File: src/rtl/g15_pkg.sv
// Shared drum timing constants and the transfer-window FSM state encoding.
package g15_pkg;

  localparam int unsigned BITS_PER_WORD  = 29;
  localparam int unsigned WORDS_PER_LINE = 108;
  localparam int unsigned LINE_BITS      = BITS_PER_WORD * WORDS_PER_LINE;

  localparam int unsigned BIT_W   = 5;
  localparam int unsigned WORD_W  = 7;
  localparam int unsigned PHASE_W = 2;

  typedef enum logic [1:0] {
    ST_IDLE = 2'd0,
    ST_WAIT = 2'd1,
    ST_XFER = 2'd2
  } drum_state_e;

endpackage

File: src/rtl/drum_timing_if.sv
// Request and timing/status bundle between a line controller and drum_timing.
interface drum_timing_if;
  import g15_pkg::*;

  logic               START;
  logic               BLOCK;
  logic [WORD_W-1:0]  CMD_T;
  logic [BIT_W-1:0]   BIT_CNT;
  logic [WORD_W-1:0]  WORD_CNT;
  logic               T0;
  logic               T29;
  logic               L107;
  logic [PHASE_W-1:0] PHASE;
  logic               TR;
  logic               BUSY;
  logic               DONE;
  logic               ERR;

  modport master (
    output START, BLOCK, CMD_T,
    input  BIT_CNT, WORD_CNT, T0, T29, L107, PHASE, TR, BUSY, DONE, ERR
  );

  modport slave (
    input  START, BLOCK, CMD_T,
    output BIT_CNT, WORD_CNT, T0, T29, L107, PHASE, TR, BUSY, DONE, ERR
  );

endinterface

File: src/rtl/drum_timing.sv
// Free-running drum bit/word counters plus a transfer-window FSM that opens
// the TR gate for one word (single) or a run of words ending at T (block).
module drum_timing
  import g15_pkg::*;
(
  input  logic          CLOCK,
  input  logic          rst,
  drum_timing_if.slave  bus
);

  logic [BIT_W-1:0]  bit_q,  bit_d;
  logic [WORD_W-1:0] word_q, word_d;
  logic [WORD_W-1:0] t_q;
  logic              block_q;
  logic              err_q;
  drum_state_e       state_q;

  logic              last_bit_c;
  logic              win_end_c;
  logic              cmd_ok_c;

  // Next counter values; the FSM looks ahead so TR lines up with bit 0.
  always_comb begin
    bit_d  = bit_q + 1'b1;
    word_d = word_q;
    if (last_bit_c) begin
      bit_d  = '0;
      word_d = (word_q == WORD_W'(WORDS_PER_LINE - 1)) ? '0 : word_q + 1'b1;
    end
  end

  assign last_bit_c = (bit_q == BIT_W'(BITS_PER_WORD - 1));
  assign win_end_c  = (state_q == ST_XFER) && last_bit_c && (word_q == t_q);
  assign cmd_ok_c   = (bus.CMD_T < WORD_W'(WORDS_PER_LINE));

  always_ff @(posedge CLOCK) begin
    if (rst) begin
      bit_q   <= '0;
      word_q  <= '0;
      t_q     <= '0;
      block_q <= 1'b0;
      err_q   <= 1'b0;
      state_q <= ST_IDLE;
    end else begin
      bit_q  <= bit_d;
      word_q <= word_d;
      err_q  <= 1'b0;
      case (state_q)
        ST_IDLE: begin
          if (bus.START) begin
            if (cmd_ok_c) begin
              t_q     <= bus.CMD_T;
              block_q <= bus.BLOCK;
              state_q <= ST_WAIT;
            end else begin
              err_q <= 1'b1;
            end
          end
        end
        ST_WAIT: begin
          if ((bit_d == '0) && (block_q || (word_d == t_q))) begin
            state_q <= ST_XFER;
          end
        end
        ST_XFER: begin
          if (win_end_c) begin
            state_q <= ST_IDLE;
          end
        end
        default: state_q <= ST_IDLE;
      endcase
    end
  end

  assign bus.BIT_CNT  = bit_q;
  assign bus.WORD_CNT = word_q;
  assign bus.T0       = (bit_q == '0);
  assign bus.T29      = last_bit_c;
  assign bus.L107     = (word_q == WORD_W'(WORDS_PER_LINE - 1));
  assign bus.PHASE    = word_q[PHASE_W-1:0];
  assign bus.TR       = (state_q == ST_XFER);
  assign bus.BUSY     = (state_q != ST_IDLE);
  assign bus.DONE     = win_end_c;
  assign bus.ERR      = err_q;

endmodule

File: src/flat_wrapper.sv
// flat-port wrapper written by rule: the top's interface ports become plain ports
module drum_timing_flat import g15_pkg::*;
  (CLOCK, rst, bus_START, bus_BLOCK, bus_CMD_T, bus_BIT_CNT, bus_WORD_CNT, bus_T0, bus_T29, bus_L107, bus_PHASE, bus_TR, bus_BUSY, bus_DONE, bus_ERR);
  drum_timing_if bus_i ();
  input  logic CLOCK;
  input  logic rst;
  input wire logic [$bits(bus_i.START)-1:0] bus_START;
  input wire logic [$bits(bus_i.BLOCK)-1:0] bus_BLOCK;
  input wire logic [$bits(bus_i.CMD_T)-1:0] bus_CMD_T;
  output wire logic [$bits(bus_i.BIT_CNT)-1:0] bus_BIT_CNT;
  output wire logic [$bits(bus_i.WORD_CNT)-1:0] bus_WORD_CNT;
  output wire logic [$bits(bus_i.T0)-1:0] bus_T0;
  output wire logic [$bits(bus_i.T29)-1:0] bus_T29;
  output wire logic [$bits(bus_i.L107)-1:0] bus_L107;
  output wire logic [$bits(bus_i.PHASE)-1:0] bus_PHASE;
  output wire logic [$bits(bus_i.TR)-1:0] bus_TR;
  output wire logic [$bits(bus_i.BUSY)-1:0] bus_BUSY;
  output wire logic [$bits(bus_i.DONE)-1:0] bus_DONE;
  output wire logic [$bits(bus_i.ERR)-1:0] bus_ERR;
  assign bus_i.START = bus_START;
  assign bus_i.BLOCK = bus_BLOCK;
  assign bus_i.CMD_T = bus_CMD_T;
  assign bus_BIT_CNT = bus_i.BIT_CNT;
  assign bus_WORD_CNT = bus_i.WORD_CNT;
  assign bus_T0 = bus_i.T0;
  assign bus_T29 = bus_i.T29;
  assign bus_L107 = bus_i.L107;
  assign bus_PHASE = bus_i.PHASE;
  assign bus_TR = bus_i.TR;
  assign bus_BUSY = bus_i.BUSY;
  assign bus_DONE = bus_i.DONE;
  assign bus_ERR = bus_i.ERR;
  drum_timing u_core (.CLOCK(CLOCK), .rst(rst), .bus(bus_i));
endmodule
File: config.mk
export PLATFORM = sky130hd
export DESIGN_NAME = drum_timing_flat
export DESIGN_NICKNAME = d
export VERILOG_FILES = /design/src/rtl/g15_pkg.sv /design/src/rtl/drum_timing_if.sv /design/src/rtl/drum_timing.sv /design/src/flat_wrapper.sv
export SDC_FILE = /design/constraint.sdc
export NUM_CORES = 1
export LEC_CHECK = 0
export ABC_AREA = 1
export ABC_CLOCK_PERIOD_IN_PS = 4600
export CAP_MARGIN = 20
export CELL_PAD_IN_SITES_DETAIL_PLACEMENT = 1
export CELL_PAD_IN_SITES_GLOBAL_PLACEMENT = 2
export CORE_MARGIN = 3
export CORE_UTILIZATION = 35
export CTS_CLUSTER_SIZE = 20
export DETAILED_ROUTE_END_ITERATION = 7
export DONT_BUFFER_PORTS = 1
export PLACE_DENSITY_LB_ADDON = 0.1
export SYNTH_ARGS = -nofsm -noshare
export SYNTH_HDL_FRONTEND = slang
export SYNTH_SLANG_ARGS = --single-unit
File: constraint.sdc
create_clock -name CLOCK -period 4.6 [get_ports CLOCK]
set_input_delay 0.46 -clock CLOCK [delete_from_list [all_inputs] [get_ports CLOCK]]
set_output_delay 0.46 -clock CLOCK [all_outputs]
set_load 0.005 [all_outputs]
==> impl_metrics.ini <==
[timing]
min_period_over_period_pct = 50.2
max_freq_mhz = 433
setup_viol = 0
tns_ns = 0
slew_violations = 0
max_slew_margin_pct = 69.5
min_period_ns = 2.31
rsz0062_at_grt = no
final-hold-violation-count = 0
skew_ns = 0.00474
tightest_slew_ns = 0.457

[cells_and_area]
multiInputGateArea_um2 = 825
ff_latch_area_um2 = 460
nets = 239
final_cell_mix = 60 x nand2_1, 30 x nor2_1, 29 x inv_1
diodes = 0
drive_gt1_share_pct = 8.48
syn_to_final_growth_pct = 4.41
fill_cells = 511
final_common_cell = nand2_1
final_core_util_pct = 39.5

[detailed_routing]
routed_wl_um = 4360
drtIter0Drc = 65
wl_met2_um = 2130
vias_per_cell = 5.24
drt-met1-wl_um = 2050
dr.pass1.iters = 4
dr_total_vias = 1424
drc = 0
avgRoutedWirePerCell_um = 16.0
top_layer_used = met4
postRouteAntennaNets = 0
dr_wl_met3_um = 154

[synthesis]
ys_seq_elements = 23
yosys_most_used_dff = dfxtp_1
avgSynthCellArea_um2 = 6.40
seq_area_frac_synth_pct = 31.8
syn-num-nets = 240
synth-edff-count = 0
yosysUniqueCellTypes = 28
synth_cells = 226
syn_area_um2 = 1450
async_reset_ff_share_pct = 0
yosysWarningCount = 0

[critical_path]
critPathRequiredTime_ns = 4.14
worstSetupPathType = reg -> out
r2r-start = u_core.bus.WORD_CNT[0]
end_kind = primary output
arrival_ns = 1.85
crit_start = u_core.bus.BIT_CNT[0]
crit_path_max_fanout = 19
cp_cell_sequence = inv_1 -> ha_1 -> nand2_2 -> nor2_8 -> nand3_1 -> nor4_1
startpoint_type = register
crit_path_top_delay_cell = dfxtp_1
slowest_delay_ns = 0.36

[job]
cap_violations = 0

[pwr]
irDropWorstVdd_uv = 186
powerDensity_nw_per_um2 = 277
p_leak_nw = 0.680

[cts]
cts.sinks = 23
cts_root_buf = clkbuf_8
postCtsSetupBuffers = 0
clk_path_buf_depth = 2
cts_tree = yes
holdBufCountCts = 0
clkTransAtPathRegs_ns = 0.09
clock_latency_ns = 0.28
numCtsBuffers = 3
htree_levels = 1
ctsResizeCount = 0

[global_route]
grt_pass1_vias = 1430
grt-ovfl-total = 0
grt_max_degree = 20
antenna_found_initial = 0
grt_usage_pct = 18.2
grt_pass1_wl_um = 7200

[placed_design]
dp_hpwl_um = 3470
numPortBuffers = 0
place_congestion = 0.778

[floorplan]
die_h_um = 70.3
die_area_um2 = 4940
die_x_um = 70.3
initial_core_util_pct = 37.8
rows = 22
core_area_um2 = 3830
top_level_ports = 32

[run_status]
status = complete, no violations

[min_path]
hold_path.class = in -> reg
min_from = rst
==> metal layers <==
layer  track usage, %  vias to the layer above
met2             31.1                       20
li1                 -                      723
met1             22.7                      678
met4             3.83                        0
met3             5.18                        3
met5                0                        -
==> report_power, final <==
part,switching (mW),internal (mW),leakage (nW)
Combinational,0.0397,0.0204,0.471
Sequential,0.00864,0.209,0.188
Clock,0.0792,0.0617,0.0217
Total,0.127,0.292,0.680
==> synth_stat cells (all sizes together) (2+ instances only) <==
cell type  instances  area share (%)
a21oi             15             5.5
buf                5             2.9
dfxtp             23              32
ha                 3             2.6
inv               31             8.0
nand2             64              17
nand3             18             8.1
nand3b             2             1.0
nand4              7             3.0
nor2              32             9.6
nor3               6             2.4
nor4               2            0.86
o21ai             13             4.5
==> registers in the layout, summed over array words and instances, names as in the netlist <==
signal and cells:
u_core.state_q 2, u_core.t_q 7, u_core.block_q 1, u_core.bus.BIT_CNT 5, u_core.bus.WORD_CNT 7, u_core.bus.ERR 1
==> area by class of cell <==
class | count | area share [%]
Sequential cell | 23 | 30.5
Clock inverter | 1 | 0.497
Inverter | 31 | 7.71
Multi-Input combinational cell | 166 | 54.6
Tap cell | 48 | 3.98
Clock buffer | 3 | 2.73
==> worst max-delay path: cells and delay by family (launching register included) <==
family,cells,cell delay (ns)
fa+ha+maj,1,0.21
flops,1,0.36
simple gates,4,0.90
buf+inv,1,0.11
==> final timing paths <==
check	endpoint	slack, ns	depth (start not counted)
max	bus_DONE	2.29	6
min	u_core.state_q[0]	0.23	1
max reg2reg	u_core.state_q[0]	2.44	14
min reg2reg	u_core.block_q	0.47	2
==> kinds of logic after synthesis <==
group                      count (synthesis)  share of synthesized area [%]
AOI/OAI and AO/OA                         30                           11.1
adders and majority gates                  3                           2.60
buffers and inverters                     37                           11.2
DFF                                       23                           31.8
and+or+nand+nor                          133                           43.3
==> through the flow <==
stage | worst slack (ns) | cell area [um2] | power (mW) | instances | hold slack, ns
6_report | 2.29 | 1510 | 0.419 | 272 | 0.230
4_1_cts | 2.23 | 1510 | 0.422 | 272 | 0.221
3_3_place_gp | 2.53 | 1460 | 0.282 | 268 | 0.459
2_1_floorplan | 2.78 | 1450 | 0.268 | 226 | 0.429
3_5_place_dp | 2.45 | 1460 | 0.283 | 268 | 0.460
5_1_grt | 2.12 | 1510 | 0.442 | 272 | 0.216
(Power assumes the default switching activity.)
